$ cat src/rtl/oam_dma_if.sv
// rtl/oam_dma_if.sv - register, system read bus and OAM write signals of the sprite DMA
interface oam_dma_if;
  logic        reg_write;
  logic        dma_sel;
  logic [7:0]  reg_in;
  logic [7:0]  reg_out;
  logic [15:0] src_addr;
  logic        src_rd;
  logic [7:0]  src_data;
  logic [7:0]  oam_addr;
  logic [7:0]  oam_wdata;
  logic        oam_we;

  modport master (
    input  reg_write, dma_sel, reg_in, src_data,
    output reg_out, src_addr, src_rd, oam_addr, oam_wdata, oam_we
  );

  modport slave (
    output reg_write, dma_sel, reg_in, src_data,
    input  reg_out, src_addr, src_rd, oam_addr, oam_wdata, oam_we
  );
endinterface

$ cat src/rtl/oam_dma.sv
// rtl/oam_dma.sv - sprite-attribute DMA: copies LEN bytes from a source page into OAM
module oam_dma #(
  parameter int BYTE_CYCLES = 4,
  parameter int LEN         = 160
) (
  input  logic      clk,
  input  logic      rst_n,
  oam_dma_if.master bus,
  output logic      busy,
  output logic      oam_lock
);
  localparam int             SW       = $clog2(BYTE_CYCLES);
  localparam logic [SW-1:0]  SUB_LAST = SW'(BYTE_CYCLES - 1);
  localparam logic [7:0]     IDX_LAST = 8'(LEN - 1);

  typedef enum logic [1:0] {IDLE, START, XFER} state_t;

  state_t        state_q, state_d;
  logic [7:0]    page_q, page_d;
  logic [7:0]    idx_q, idx_d;
  logic [SW-1:0] sub_q, sub_d;
  logic          src_rd_q, src_rd_d;
  logic          oam_we_q, oam_we_d;
  logic          busy_q, busy_d;
  logic          lock_q, lock_d;
  logic [15:0]   src_addr_q, src_addr_d;
  logic [7:0]    oam_addr_q, oam_addr_d;
  logic [7:0]    eff_page;
  logic          trigger;

  assign trigger  = bus.reg_write && bus.dma_sel;
  // Echo RAM pages alias down onto WRAM.
  assign eff_page = (page_d >= 8'hE0) ? (page_d - 8'h20) : page_d;

  always_comb begin
    state_d = state_q;
    page_d  = page_q;
    idx_d   = idx_q;
    sub_d   = sub_q;
    if (trigger) begin
      state_d = START;
      page_d  = bus.reg_in;
      idx_d   = 8'd0;
      sub_d   = '0;
    end else begin
      case (state_q)
        START: begin
          if (sub_q == SUB_LAST) begin
            state_d = XFER;
            sub_d   = '0;
            idx_d   = 8'd0;
          end else begin
            sub_d = sub_q + 1'b1;
          end
        end
        XFER: begin
          if (sub_q == SUB_LAST) begin
            sub_d = '0;
            if (idx_q == IDX_LAST) state_d = IDLE;
            else                   idx_d   = idx_q + 8'd1;
          end else begin
            sub_d = sub_q + 1'b1;
          end
        end
        default: ;
      endcase
    end
    // Strobes are registered, so they are derived from the state being entered.
    src_rd_d   = (state_d == XFER) && (sub_d == '0);
    oam_we_d   = (state_d == XFER) && (sub_d == SW'(1));
    src_addr_d = src_rd_d ? {eff_page, idx_d} : src_addr_q;
    oam_addr_d = oam_we_d ? idx_d : oam_addr_q;
    busy_d     = (state_d != IDLE);
    lock_d     = (state_d == XFER);
  end

  always_ff @(posedge clk) begin
    if (!rst_n) begin
      state_q    <= IDLE;
      page_q     <= 8'hFF;
      idx_q      <= 8'd0;
      sub_q      <= '0;
      src_rd_q   <= 1'b0;
      oam_we_q   <= 1'b0;
      busy_q     <= 1'b0;
      lock_q     <= 1'b0;
      src_addr_q <= 16'd0;
      oam_addr_q <= 8'd0;
    end else begin
      state_q    <= state_d;
      page_q     <= page_d;
      idx_q      <= idx_d;
      sub_q      <= sub_d;
      src_rd_q   <= src_rd_d;
      oam_we_q   <= oam_we_d;
      busy_q     <= busy_d;
      lock_q     <= lock_d;
      src_addr_q <= src_addr_d;
      oam_addr_q <= oam_addr_d;
    end
  end

  assign bus.reg_out   = page_q;
  assign bus.src_addr  = src_addr_q;
  assign bus.src_rd    = src_rd_q;
  assign bus.oam_addr  = oam_addr_q;
  assign bus.oam_wdata = bus.src_data;
  assign bus.oam_we    = oam_we_q;
  assign busy          = busy_q;
  assign oam_lock      = lock_q;
endmodule

$ cat src/flat_wrapper.sv
// flat-port wrapper written by rule: the top's interface ports become plain ports
module oam_dma_flat 
#(
  parameter int BYTE_CYCLES = 4,
  parameter int LEN         = 160
)
  (clk, rst_n, busy, oam_lock, bus_reg_write, bus_dma_sel, bus_reg_in, bus_src_data, bus_reg_out, bus_src_addr, bus_src_rd, bus_oam_addr, bus_oam_wdata, bus_oam_we);
  oam_dma_if bus_i ();
  input  logic clk;
  input  logic rst_n;
  output logic busy;
  output logic oam_lock;
  input wire logic [$bits(bus_i.reg_write)-1:0] bus_reg_write;
  input wire logic [$bits(bus_i.dma_sel)-1:0] bus_dma_sel;
  input wire logic [$bits(bus_i.reg_in)-1:0] bus_reg_in;
  input wire logic [$bits(bus_i.src_data)-1:0] bus_src_data;
  output wire logic [$bits(bus_i.reg_out)-1:0] bus_reg_out;
  output wire logic [$bits(bus_i.src_addr)-1:0] bus_src_addr;
  output wire logic [$bits(bus_i.src_rd)-1:0] bus_src_rd;
  output wire logic [$bits(bus_i.oam_addr)-1:0] bus_oam_addr;
  output wire logic [$bits(bus_i.oam_wdata)-1:0] bus_oam_wdata;
  output wire logic [$bits(bus_i.oam_we)-1:0] bus_oam_we;
  assign bus_i.reg_write = bus_reg_write;
  assign bus_i.dma_sel = bus_dma_sel;
  assign bus_i.reg_in = bus_reg_in;
  assign bus_i.src_data = bus_src_data;
  assign bus_reg_out = bus_i.reg_out;
  assign bus_src_addr = bus_i.src_addr;
  assign bus_src_rd = bus_i.src_rd;
  assign bus_oam_addr = bus_i.oam_addr;
  assign bus_oam_wdata = bus_i.oam_wdata;
  assign bus_oam_we = bus_i.oam_we;
  oam_dma #(.BYTE_CYCLES(BYTE_CYCLES), .LEN(LEN)) u_core (.clk(clk), .rst_n(rst_n), .bus(bus_i), .busy(busy), .oam_lock(oam_lock));
endmodule
$ cat config.mk
export PLATFORM = sky130hd
export DESIGN_NAME = oam_dma_flat
export DESIGN_NICKNAME = d
export VERILOG_FILES = /design/src/rtl/oam_dma_if.sv /design/src/rtl/oam_dma.sv /design/src/flat_wrapper.sv
export SDC_FILE = /design/constraint.sdc
export NUM_CORES = 1
export LEC_CHECK = 0
export BUFFER_PORTS_ARGS = -buffer_cell sky130_fd_sc_hd__buf_2
export CAP_MARGIN = 5
export CORE_ASPECT_RATIO = 0.5
export CORE_MARGIN = 8
export CORE_UTILIZATION = 46
export CTS_CLUSTER_DIAMETER = 200
export DETAILED_ROUTE_END_ITERATION = 10
export PLACE_DENSITY = 0.78
export SYNTH_ARGS = -nofsm -noshare
export SYNTH_HDL_FRONTEND = slang
export SYNTH_SLANG_ARGS = --single-unit
$ cat constraint.sdc
create_clock -name clk -period 2.7 [get_ports clk]
set_clock_uncertainty 0.1 [all_clocks]
set_input_delay 0.675 -clock clk [delete_from_list [all_inputs] [get_ports clk]]
set_output_delay 0.675 -clock clk [all_outputs]
set_load 0.02 [all_outputs]
== After elaboration in Yosys (flattened, before gate mapping) ==
Index checks and enable logic that the tools add are counted.
Cells by class
  $add $sub $neg: 3
  order comparisons: 1
  equal/unequal tests: 6
  muxes and demuxes: 15
  reduce and logical (&&, ||, !) cells: 6
Operators by type and width (number)
  2-to-1 mux 8 bit: 6
  one-hot mux 8 bit (2 select lines): 1
  2-to-1 mux 2 bit: 7
  adder 8 x 1 -> 8 bit (second input constant): 1
  == test 8 bit (second input constant): 1
  greater-or-equal comparator 8 bit (second input constant): 1
  subtractor 8 x 6 -> 8 bit (second input constant): 1
  == test 2 bit (second input constant): 3
  == test 2 x 1 -> 1 bit (second input constant): 2
  one-hot mux 2 bit (2 select lines): 1
  logical AND 1 bit: 3
  adder 2 x 1 -> 2 bit (second input constant): 1
  zero test 2 bit: 1
  nonzero test 2 bit: 1
  OR reduction 2 bit: 1
Word-level totals
  register bits after elaboration: 48
  input bits: 20
  output and inout bits: 44

== Logic depth before layout (Yosys ltp) ==
Gate-level depths: netlist (run 1).
  depth after elaboration: 7
  mapped depth: 9
  gate-level depth less buffers: 7

== Worst setup path before layout (run 1) ==
OpenSTA, ideal clock, no wires.
  path kind: register to register
  from: register u_core.state_q[0]
  to: register u_core.src_addr_q[3], in the netlist u_core.bus.src_addr[3]
  setup time: 123 ps
  arrival time: 2006 ps
  path slack: 471 ps
  stages on the path, launching flop included: 9
  path buffers: 1
  path through: dfxtp_1 -> inv_1 -> ha_1 -> buf_6 -> mux2i_1 -> nor2_1 -> a2111oi_4 -> nand2_4 -> mux2_1
Between the ends
  longest elaborated chain between the ends: 6
  elaborated cells between the ends (all ways): 15
  classes of those cells: eq/ne: 3; mux: 9; reduce/logical: 3
Ends and longest elaborated chain
  start, declared: RTL line oam_dma.sv:18  | state_t state_q, state_d;
  start signal, assigned: RTL line oam_dma.sv:90  | state_q <= state_d;
  2-to-1 mux 2 bit (tied with other cells): RTL line oam_dma.sv:59  | if (idx_q == IDX_LAST) state_d = IDLE;
  2-to-1 mux 2 bit or OR reduction 2 bit (tied branches)
  one-hot mux 2 bit (2 select lines) or 2-to-1 mux 2 bit (tied branches)
  2-to-1 mux 2 bit: RTL line oam_dma.sv:40  | if (trigger) begin
  == test 2 bit or zero test 2 bit (tied branches): RTL line oam_dma.sv:69  | src_rd_d = (state_d == XFER) && (sub_d == '0);
  logical AND 1 bit: RTL line oam_dma.sv:69
  end signal, assigned: RTL line oam_dma.sv:98  | src_addr_q <= src_addr_d;
  end, declared: RTL line oam_dma.sv:26  | logic [15:0] src_addr_q, src_addr_d;
Several ways; a longest one is shown, not always the timed one.
A chain may end at the register's enable or synchronous reset.

== Worst setup path after layout (run 1) ==
Same ends and word-level chain as after synthesis.

==> impl_metrics.json, run 1 <==
{
  "status": "finished, final reports clean",
  "cts_root_buf": "clkbuf_8",
  "htreeDepth": 2,
  "vdd_drop_max_mv": 0.255,
  "hold_viol": 0,
  "cts_tree": "done",
  "crit_arrival_ns": 2.49,
  "fmax_mhz": 420,
  "syn-mean-instance-area_sq_um": 9.33,
  "numPortBuffers": 47,
  "vias": 1784,
  "rr_worst_depth": 7,
  "tightest_slew_ns": 0.539,
  "switching_share_pct": 24.7,
  "ff2ff_setup_slack_ns": 0.32,
  "r2r_end": "u_core.bus.src_addr[3]",
  "cts_hold_buf": 0,
  "pwr-share-seq_pct": 56.4,
  "ys_types": 45,
  "power_frac_comb_pct": 7.9,
  "routed_wl_um": 4900,
  "synth.net_count": 260,
  "overflow": 0,
  "path_class": "register to register",
  "grt_pass1_wl_um": 8290,
  "fin_area_sq_mm": 0.00254,
  "switchingPower_mw": 0.316,
  "coreArea_sq_mm": 0.00449,
  "track_usage_pct": 13.8,
  "setup_viol": 0,
  "cp-endpoint": "u_core.bus.src_addr[3]",
  "ys_seq_elements": 48,
  "stdcell_count": 345,
  "netlist_area_sq_mm": 0.00219,
  "dieArea_sq_mm": 0.00737,
  "dp.cells": 337,
  "clk_path_buf_depth": 2,
  "routedWlPerCell_um": 14.2,
  "grt_pass1_vias": 1799,
  "post-synth-top-area-cell": "dfxtp_1",
  "p_leak_nw": 1.24,
  "use_met3_pct": 4.06,
  "gp_congestion": 0.914,
  "drc": 0,
  "post_cts_buffers": 0,
  "synth_top_cell_area_share_pct": 43.8,
  "start_kind": "register",
  "hp-class": "register to register",
  "relSlewSlack_pct": 63.5,
  "period_share_pct": 88.2,
  "hpwl_um": 3760,
  "clock-sinks": 48,
  "yosys_warnings": 0,
  "grt_util_met2_pct": 21.1,
  "cp_max_fo": 13,
  "drive_above_1_share_pct": 26.5,
  "crit_start": "u_core.state_q[0]",
  "drtIter0Drc": 121,
  "clkPwrFrac_pct": 35.7,
  "area_growth_pct": 16.0,
  "busiest_layer": "met2",
  "reg2reg_from": "u_core.state_q[0]",
  "synth_cells": 235,
  "fin_crit_ns": 2.38,
  "diodes": 0,
  "ant_nets": 0,
  "ios": 64,
  "tns_ns": 0,
  "cts_resized": 0,
  "initial_utilization_pct": 48.9,
  "die_y_um": 64.8,
  "crit_required_ns": 2.81,
  "dr.pass1.iters": 4,
  "clk_pin_slew_ns": 0.09,
  "pwr_density_cell_mw_per_mm2": 502,
  "endpoint_kind": "register",
  "ys_top_cells_by_area": "dfxtp_1 (44%), mux2i_1 (10%), nand2_1 (5.6%)",
  "nets": 303,
  "grt_max_degree": 19,
  "rsz0062_at_grt": "no",
  "routed_via_density": 5.17,
  "grt_antenna_before_repair": 0,
  "use_met1_pct": 17.4,
  "numCtsBuffers": 5,
  "placed_area_sq_mm": 0.00245,
  "insertion_delay_ns": 0.31,
  "slew_viol_final": 0,
  "fp-row-count": 17,
  "synth.yosys.seq_area_share_pct": 43.8,
  "power.internal_mw": 0.962,
  "die_w_um": 114,
  "drv_cap": 0
}
==> metal layers <==
| layer | up-vias | wire length, um |
|---|---|---|
| met5 | - | 0 |
| met4 | 0 | 100 |
| met3 | 9 | 309 |
| met2 | 59 | 2100 |
| met1 | 827 | 2400 |
| li1 | 889 | - |
==> cells in the final DEF, fill, tap and decap left out, drive strengths merged, types with 2 or more instances in the layout <==
cell	netlist	routed
a211o	2	2
buf	14	54
nand4	2	2
mux2i	23	23
nand3	8	8
o21ai	5	5
nor3	6	6
and3	2	2
nor2	12	12
clkbuf	4	6
a21oi	11	11
ha	5	5
dfxtp	48	48
a31oi	3	3
inv	10	10
nor3b	4	4
clkinvlp	0	2
or2	2	2
a21o	3	3
mux2	6	6
nand2b	4	4
nor2b	3	3
or3	2	2
and2	8	8
nand2	34	34
==> logic make-up (layout without fill, tap and decap cells) <==
| family | Yosys count | after routing | share of synthesized area (%) |
|---|---|---|---|
| simple gates | 91 | 91 | 21.4 |
| compound gates | 33 | 33 | 10.9 |
| mux | 29 | 29 | 13.6 |
| buf+inv | 28 | 72 | 7.07 |
| fa+ha+maj | 5 | 5 | 2.85 |
| xor+xnor | 1 | 1 | 0.399 |
| flops | 48 | 48 | 43.8 |
==> Yosys cell counts, drive strengths merged <==
library cell   n
a311oi         1
or2            2
buf           14
nor3b          4
inv           10
a21boi         1
o21bai         1
clkbuf         4
nand4          2
nand4bb        1
a31oi          3
nand2         34
o21ai          5
mux2i         23
xor2           1
or3            2
nor4bb         1
a21oi         11
and4b          1
and3           2
mux2           6
a31o           1
nor3           6
a2111oi        1
and3b          1
nor2b          3
o211ai         1
nand2b         4
a21o           3
and2           8
a41oi          1
nor2          12
a311o          1
a221o          1
nand3          8
ha             5
dfxtp         48
a211o          2
==> power by group through the flow <==
stage	sequential, mW	combinational (mW)	clock (mW)
6_report	0.721	0.101	0.456
5_1_grt	0.722	0.111	0.494
4_1_cts	0.721	0.101	0.470
3_5_place_dp	0.738	0.101	0
3_3_place_gp	0.738	0.0978	0
2_1_floorplan	0.746	0.0785	0
==> critical path, stage by stage, from the launching register on <==
cell,delay (ns)
dfxtp_1,0.34
inv_1,0.07
ha_1,0.47
mux2i_1,0.27
nor2_1,0.10
a2111oi_4,0.38
nand2_4,0.21
mux2_1,0.34
==> registers in the layout, indices dropped and copies added, names as in the netlist <==
name and count:
u_core.state_q 2, u_core.bus.oam_we 1, u_core.bus.reg_out 8, u_core.bus.src_rd 1
u_core.oam_lock 1, u_core.busy 1, u_core.bus.src_addr 16, u_core.sub_q 2
u_core.bus.oam_addr 8, u_core.idx_q 8
==> worst min-delay path by stage <==
| stage | startpoint | endpoint | slack [ns] | depth (start not counted) |
|---|---|---|---|---|
| 6_report | u_core.bus.oam_addr[6] | u_core.bus.oam_addr[6] | 0.36 | 2 |
| 5_1_grt | u_core.bus.oam_addr[6] | u_core.bus.oam_addr[6] | 0.38 | 2 |
| 4_1_cts | u_core.bus.oam_addr[6] | u_core.bus.oam_addr[6] | 0.36 | 2 |
| 3_5_place_dp | u_core.bus.oam_addr[6] | u_core.bus.oam_addr[6] | 0.35 | 2 |
| 3_3_place_gp | u_core.bus.oam_addr[1] | u_core.bus.oam_addr[1] | 0.34 | 2 |
| 2_1_floorplan | u_core.idx_q[3] | u_core.idx_q[3] | 0.42 | 1 |
==> per-stage QoR <==
| stage | hold WS (ns) | util, % | setup slack [ns] | power [mW] |
|---|---|---|---|---|
| detailed placement | 0.349 | 54.5 | 0.246 | 0.838 |
| finish | 0.356 | 56.7 | 0.319 | 1.28 |
| floorplan | 0.417 | - | 0.471 | 0.824 |
| CTS | 0.362 | 56.7 | 0.313 | 1.29 |
| global route | 0.384 | 56.7 | 0.136 | 1.33 |
| global placement | 0.344 | 54.5 | 0.321 | 0.835 |
==> layout make-up <==
cell class,instances,area (sq um)
fill,406,1940
multi-input combinational,159,1080
sequential,48,961
timing repair buffer,54,288
clock buffer,6,82.6
tap,66,82.6
inverter,10,37.5
clock inverter,2,15.0
Power figures use the tool's default switching activity.
==> run 2, diff against run 1 <==
--- a/config.mk
+++ b/config.mk
@@ -7,12 +7,14 @@
 export LEC_CHECK = 0
 export BUFFER_PORTS_ARGS = -buffer_cell sky130_fd_sc_hd__buf_2
 export CAP_MARGIN = 5
+export CELL_PAD_IN_SITES_DETAIL_PLACEMENT = 1
+export CELL_PAD_IN_SITES_GLOBAL_PLACEMENT = 2
 export CORE_ASPECT_RATIO = 0.5
 export CORE_MARGIN = 8
-export CORE_UTILIZATION = 46
+export CORE_UTILIZATION = 30
 export CTS_CLUSTER_DIAMETER = 200
 export DETAILED_ROUTE_END_ITERATION = 10
-export PLACE_DENSITY = 0.78
+export PLACE_DENSITY = 0.84
 export SYNTH_ARGS = -nofsm -noshare
 export SYNTH_HDL_FRONTEND = slang
 export SYNTH_SLANG_ARGS = --single-unit
==> run 2 against run 1 <==
  * Critical path depth is the same
  * Combinational power grew 8%
  * Non-clock buffer count rose by 3
  * Register-to-register slack worse by 0.14 ns
  * Largest power group unchanged
  * Worst setup slack worse by 0.14 ns
  * Cell area up 4.2%
  * Largest cell class unchanged
  * First-iteration DRC count down 65%
  * Maximum frequency fell by 5.6%
==> impl_metrics.json, run 2 (synthesis gave the netlist of run 1 again) <==
{
  "routed_wl_um": 6100,
  "cts_resized": 0,
  "numCtsBuffers": 5,
  "period_share_pct": 93.4,
  "p_leak_nw": 1.29,
  "crit_arrival_ns": 2.61,
  "grt_antenna_before_repair": 0,
  "clk_pin_slew_ns": 0.06,
  "drtIter0Drc": 42,
  "cts_root_buf": "clkbuf_16",
  "ios": 64,
  "diodes": 0,
  "path_buf_inv": 1,
  "initial_utilization_pct": 30.4,
  "slew_viol_final": 0,
  "post_cts_buffers": 0,
  "layout_common_cells": "dfxtp_1 (48), buf_2 (47), nand2_1 (33)",
  "dieArea_sq_mm": 0.0105,
  "clk_path_buf_depth": 2,
  "endpoint_kind": "register",
  "pwr_density_cell_mw_per_mm2": 548,
  "path_class": "register to register",
  "dr.pass1.iters": 4,
  "routedWlPerCell_um": 16.1,
  "ant_nets": 0,
  "gp_congestion": 0.840,
  "post-place-ws_ns": 0.247,
  "path_cells": "inv_1 > ha_1 > and3b_1 > o21ai_0 > a21oi_1 > nand3_2 > mux2_2",
  "setup_viol": 0,
  "cp_max_fo": 11,
  "die_y_um": 76.5,
  "hpwl_um": 4710,
  "start_kind": "register",
  "numPortBuffers": 47,
  "vdd_drop_max_mv": 0.230,
  "drive_above_1_share_pct": 27.3,
  "rsz0062_at_grt": "no",
  "crit_family": "compound AO/OA/AOI/OAI gates",
  "htreeDepth": 2,
  "cts_hold_buf": 0,
  "coreArea_sq_mm": 0.00721,
  "nets": 306,
  "relSlewSlack_pct": 61.9,
  "grt_max_degree": 29,
  "mostFrequentLayoutCell": "dfxtp_1",
  "hp-class": "register to register",
  "area_growth_pct": 20.8,
  "crit_slowest_cell": "ha_1",
  "hold_viol": 0,
  "fmax_mhz": 396,
  "tns_ns": 0,
  "setup_slack_ns": 0.178,
  "grt_pass1_vias": 2061,
  "cts_tree": "done",
  "fin_crit_ns": 2.52,
  "largest_reg_flops": 16,
  "crit_required_ns": 2.78,
  "routed_via_density": 4.83,
  "status": "finished, final reports clean",
  "ff2ff_setup_slack_ns": 0.18,
  "vias": 1826,
  "crit_path_max_incr_delay_ns": 0.48,
  "track_usage_pct": 12.4,
  "drc": 0,
  "overflow": 0,
  "grt_pass1_wl_um": 10400,
  "insertion_delay_ns": 0.29,
  "tightest_slew_ns": 0.564,
  "clock-sinks": 48,
  "die_w_um": 137,
  "drv_cap": 0,
  "fp-row-count": 22
}
==> run 2: changes by cell type in the layout (fill, tap and decap cells not counted) <==
cell	before	now
buf_4	7	10
clkbuf_16	0	5
clkbuf_8	6	0
clkinv_4	0	1
clkinv_2	0	2
clkinvlp_4	2	0
==> run 2: per-layer routing <==
layer | global-route usage [%] | part of all wire [%] | vias up
met5 | 0 | 0 | -
met3 | 3.42 | 3.7 | 9
met1 | 14.3 | 44 | 886
met4 | 4.41 | 1.5 | 0
li1 | - | - | 900
met2 | 21.3 | 50 | 31
==> run 2: cell type report <==
| cell class | instances | area, sq um |
|---|---|---|
| Sequential cell | 48 | 961 |
| Multi-Input combinational cell | 159 | 1080 |
| Timing Repair Buffer | 57 | 310 |
| Clock buffer | 5 | 125 |
| Tap cell | 96 | 120 |
| Fill cell | 859 | 4560 |
| Inverter | 10 | 37.5 |
| Clock inverter | 3 | 18.8 |
==> run 2: report_power, final <==
group	switching [mW]	internal (mW)	leakage (nW)	total, mW
clock	0.280	0.342	0.0736	0.622
combinational	0.0677	0.0409	0.823	0.109
sequential	0.00534	0.717	0.388	0.722
total	0.353	1.10	1.29	1.45
==> run 2: final timing paths <==
kind | start | endpoint | cells after the start
max reg2reg | u_core.state_q[0] | u_core.bus.oam_addr[3] | 7
min reg2reg | u_core.bus.src_addr[1] | u_core.bus.src_addr[1] | 2
max | u_core.state_q[0] | u_core.bus.oam_addr[3] | 7
min | u_core.bus.src_addr[1] | u_core.bus.src_addr[1] | 2
==> run 2: worst min-delay path: stages, from the launching register on <==
cell and delay [ns]:
dfxtp_1 0.31, nand2_1 0.05, mux2i_1 0.06
==> run 2: metrics by stage <==
| step | hold slack, ns | utilization [%] | cell area (sq um) | total power [mW] | instances |
|---|---|---|---|---|---|
| 3_3_place_gp | 0.345 | 34.8 | 2510 | 0.842 | 370 |
| 5_1_grt | 0.386 | 36.7 | 2650 | 1.51 | 378 |
| 4_1_cts | 0.369 | 36.7 | 2650 | 1.46 | 378 |
| 3_5_place_dp | 0.359 | 34.8 | 2510 | 0.847 | 370 |
| 2_1_floorplan | 0.417 | - | 2190 | 0.824 | 235 |
| 6_report | 0.362 | 36.7 | 2650 | 1.45 | 378 |
==> run 3, diff against run 2 <==
--- a/config.mk
+++ b/config.mk
@@ -10,7 +10,7 @@
 export CELL_PAD_IN_SITES_DETAIL_PLACEMENT = 1
 export CELL_PAD_IN_SITES_GLOBAL_PLACEMENT = 2
 export CORE_ASPECT_RATIO = 0.5
-export CORE_MARGIN = 8
+export CORE_MARGIN = 5
 export CORE_UTILIZATION = 30
 export CTS_CLUSTER_DIAMETER = 200
 export DETAILED_ROUTE_END_ITERATION = 10
==> constraint.sdc (replaced) <==
create_clock -name clk -period 2.7 [get_ports clk]
set_clock_uncertainty 0.1 [all_clocks]
set_input_delay 0.675 -clock clk [delete_from_list [all_inputs] [get_ports clk]]
set_output_delay 0.675 -clock clk [all_outputs]
set_load 0.1 [all_outputs]
==> run 3 against run 2 <==
  * Final cell count is the same
  * Sequential power is essentially flat
  * Clock power grew 15%
  * Core utilization grew 0.38 points
  * Clock-buffer cell count is the same
  * Cell area grew 1.0%
  * Combinational power grew 36%
  * Critical path type unchanged
  * Largest power group unchanged
==> impl_metrics.json, run 3 (synthesis gave the netlist of run 1 again) <==
{
  "grt_antenna_before_repair": 0,
  "grt_max_degree": 33,
  "mostFrequentLayoutCell": "dfxtp_1",
  "routedWlPerCell_um": 15.1,
  "relSlewSlack_pct": 61.2,
  "track_usage_pct": 13.4,
  "crit_arrival_ns": 2.51,
  "hold_viol": 0,
  "area_growth_pct": 22.1,
  "pwr_density_cell_mw_per_mm2": 593,
  "drc": 0,
  "vdd_drop_max_mv": 0.231,
  "ios": 64,
  "die_w_um": 131,
  "gp_congestion": 0.765,
  "layout_common_cells": "dfxtp_1 (48), buf_2 (47), nand2_1 (33)",
  "cp-endpoint": "u_core.bus.src_addr[3]",
  "tns_ns": 0,
  "cp_max_fo": 13,
  "period_share_pct": 90.3,
  "reg2reg_from": "u_core.state_q[0]",
  "routed_wl_um": 5720,
  "routed_via_density": 4.77,
  "grt_pass1_wl_um": 9800,
  "r2r_end": "u_core.bus.src_addr[3]",
  "status": "finished, final reports clean",
  "drive_above_1_share_pct": 27.3,
  "fp-row-count": 22,
  "crit_required_ns": 2.78,
  "vias": 1804,
  "nFillCells": 865,
  "insertion_delay_ns": 0.29,
  "dr.pass1.iters": 4,
  "hp-class": "register to register",
  "initial_utilization_pct": 30.4,
  "clock-sinks": 48,
  "slew_viol_final": 0,
  "cts_root_buf": "clkbuf_16",
  "drv_cap": 0,
  "nets": 306,
  "post_cts_buffers": 0,
  "cts_tree": "done",
  "fmax_mhz": 410,
  "endpoint_kind": "register",
  "ff2ff_setup_slack_ns": 0.26,
  "final_util_pct": 37.1,
  "cts_resized": 0,
  "dieArea_sq_mm": 0.00922,
  "htreeDepth": 2,
  "start_kind": "register",
  "overflow": 0,
  "fin_crit_ns": 2.44,
  "rr_worst_depth": 7,
  "largest_reg_flops": 16,
  "numPortBuffers": 47,
  "drtIter0Drc": 39,
  "crit_start": "u_core.state_q[0]",
  "clk_pin_slew_ns": 0.07,
  "path_class": "register to register",
  "cts_hold_buf": 0,
  "coreArea_sq_mm": 0.00721,
  "clk_path_buf_depth": 2,
  "p_leak_nw": 1.29,
  "diodes": 0,
  "tightest_slew_ns": 0.579,
  "die_y_um": 70.5,
  "setup_viol": 0,
  "ant_nets": 0,
  "rsz0062_at_grt": "no",
  "numCtsBuffers": 5,
  "grt_pass1_vias": 1948,
  "hpwl_um": 4400
}
-- run 3: through the flow --
step	power [mW]	setup WS (ns)	cell area, sq um	instances	hold slack (ns)
2_1_floorplan	0.905	0.471	2190	235	0.417
3_3_place_gp	0.883	0.287	2510	370	0.348
3_5_place_dp	0.886	0.254	2510	370	0.355
4_1_cts	1.61	0.229	2680	378	0.368
5_1_grt	1.66	0.101	2680	378	0.384
6_report	1.59	0.261	2680	378	0.364
-- run 3: worst min-delay path by stage --
stage | from | to | slack [ns] | cells after the start
after floorplan | u_core.idx_q[3] | u_core.idx_q[3] | 0.42 | 1
after global placement | u_core.bus.oam_addr[1] | u_core.bus.oam_addr[1] | 0.35 | 2
after detailed placement | u_core.bus.src_addr[12] | u_core.bus.src_addr[12] | 0.36 | 2
after CTS | u_core.bus.oam_addr[7] | u_core.bus.oam_addr[7] | 0.37 | 2
after global routing | u_core.bus.oam_addr[7] | u_core.bus.oam_addr[7] | 0.38 | 2
final | u_core.bus.src_addr[7] | u_core.bus.src_addr[7] | 0.36 | 2
-- run 3: cell type report --
class                      instances  area, sq um  share of cell area (%)
multi-input combinational        159         1080                    40.2
sequential                        48          961                    35.9
timing repair buffer              57          310                    11.6
clock buffer                       5          125                    4.67
tap                               96          120                    4.49
clock inverter                     3         46.3                    1.73
inverter                          10         37.5                    1.40
-- run 3: report_power, final --
group	switching, mW	leakage [nW]	internal, mW
Clock	0.278	0.0804	0.440
Combinational	0.107	0.823	0.0407
Sequential	0.00464	0.388	0.717
-- run 3: per-layer routing --
layer	routed length, um	GRT usage (%)
met2	2880	23.4
met5	0	0
met3	180	3.06
met1	2610	16.5
met4	52	3.76
-- run 3: critical path: stages (launching register included) --
cell and delay (ns):
dfxtp_1 0.34, inv_1 0.07, ha_1 0.49, mux2i_1 0.29, nor2_1 0.11, a2111oi_4 0.37, nand2_4 0.21, mux2_1 0.35
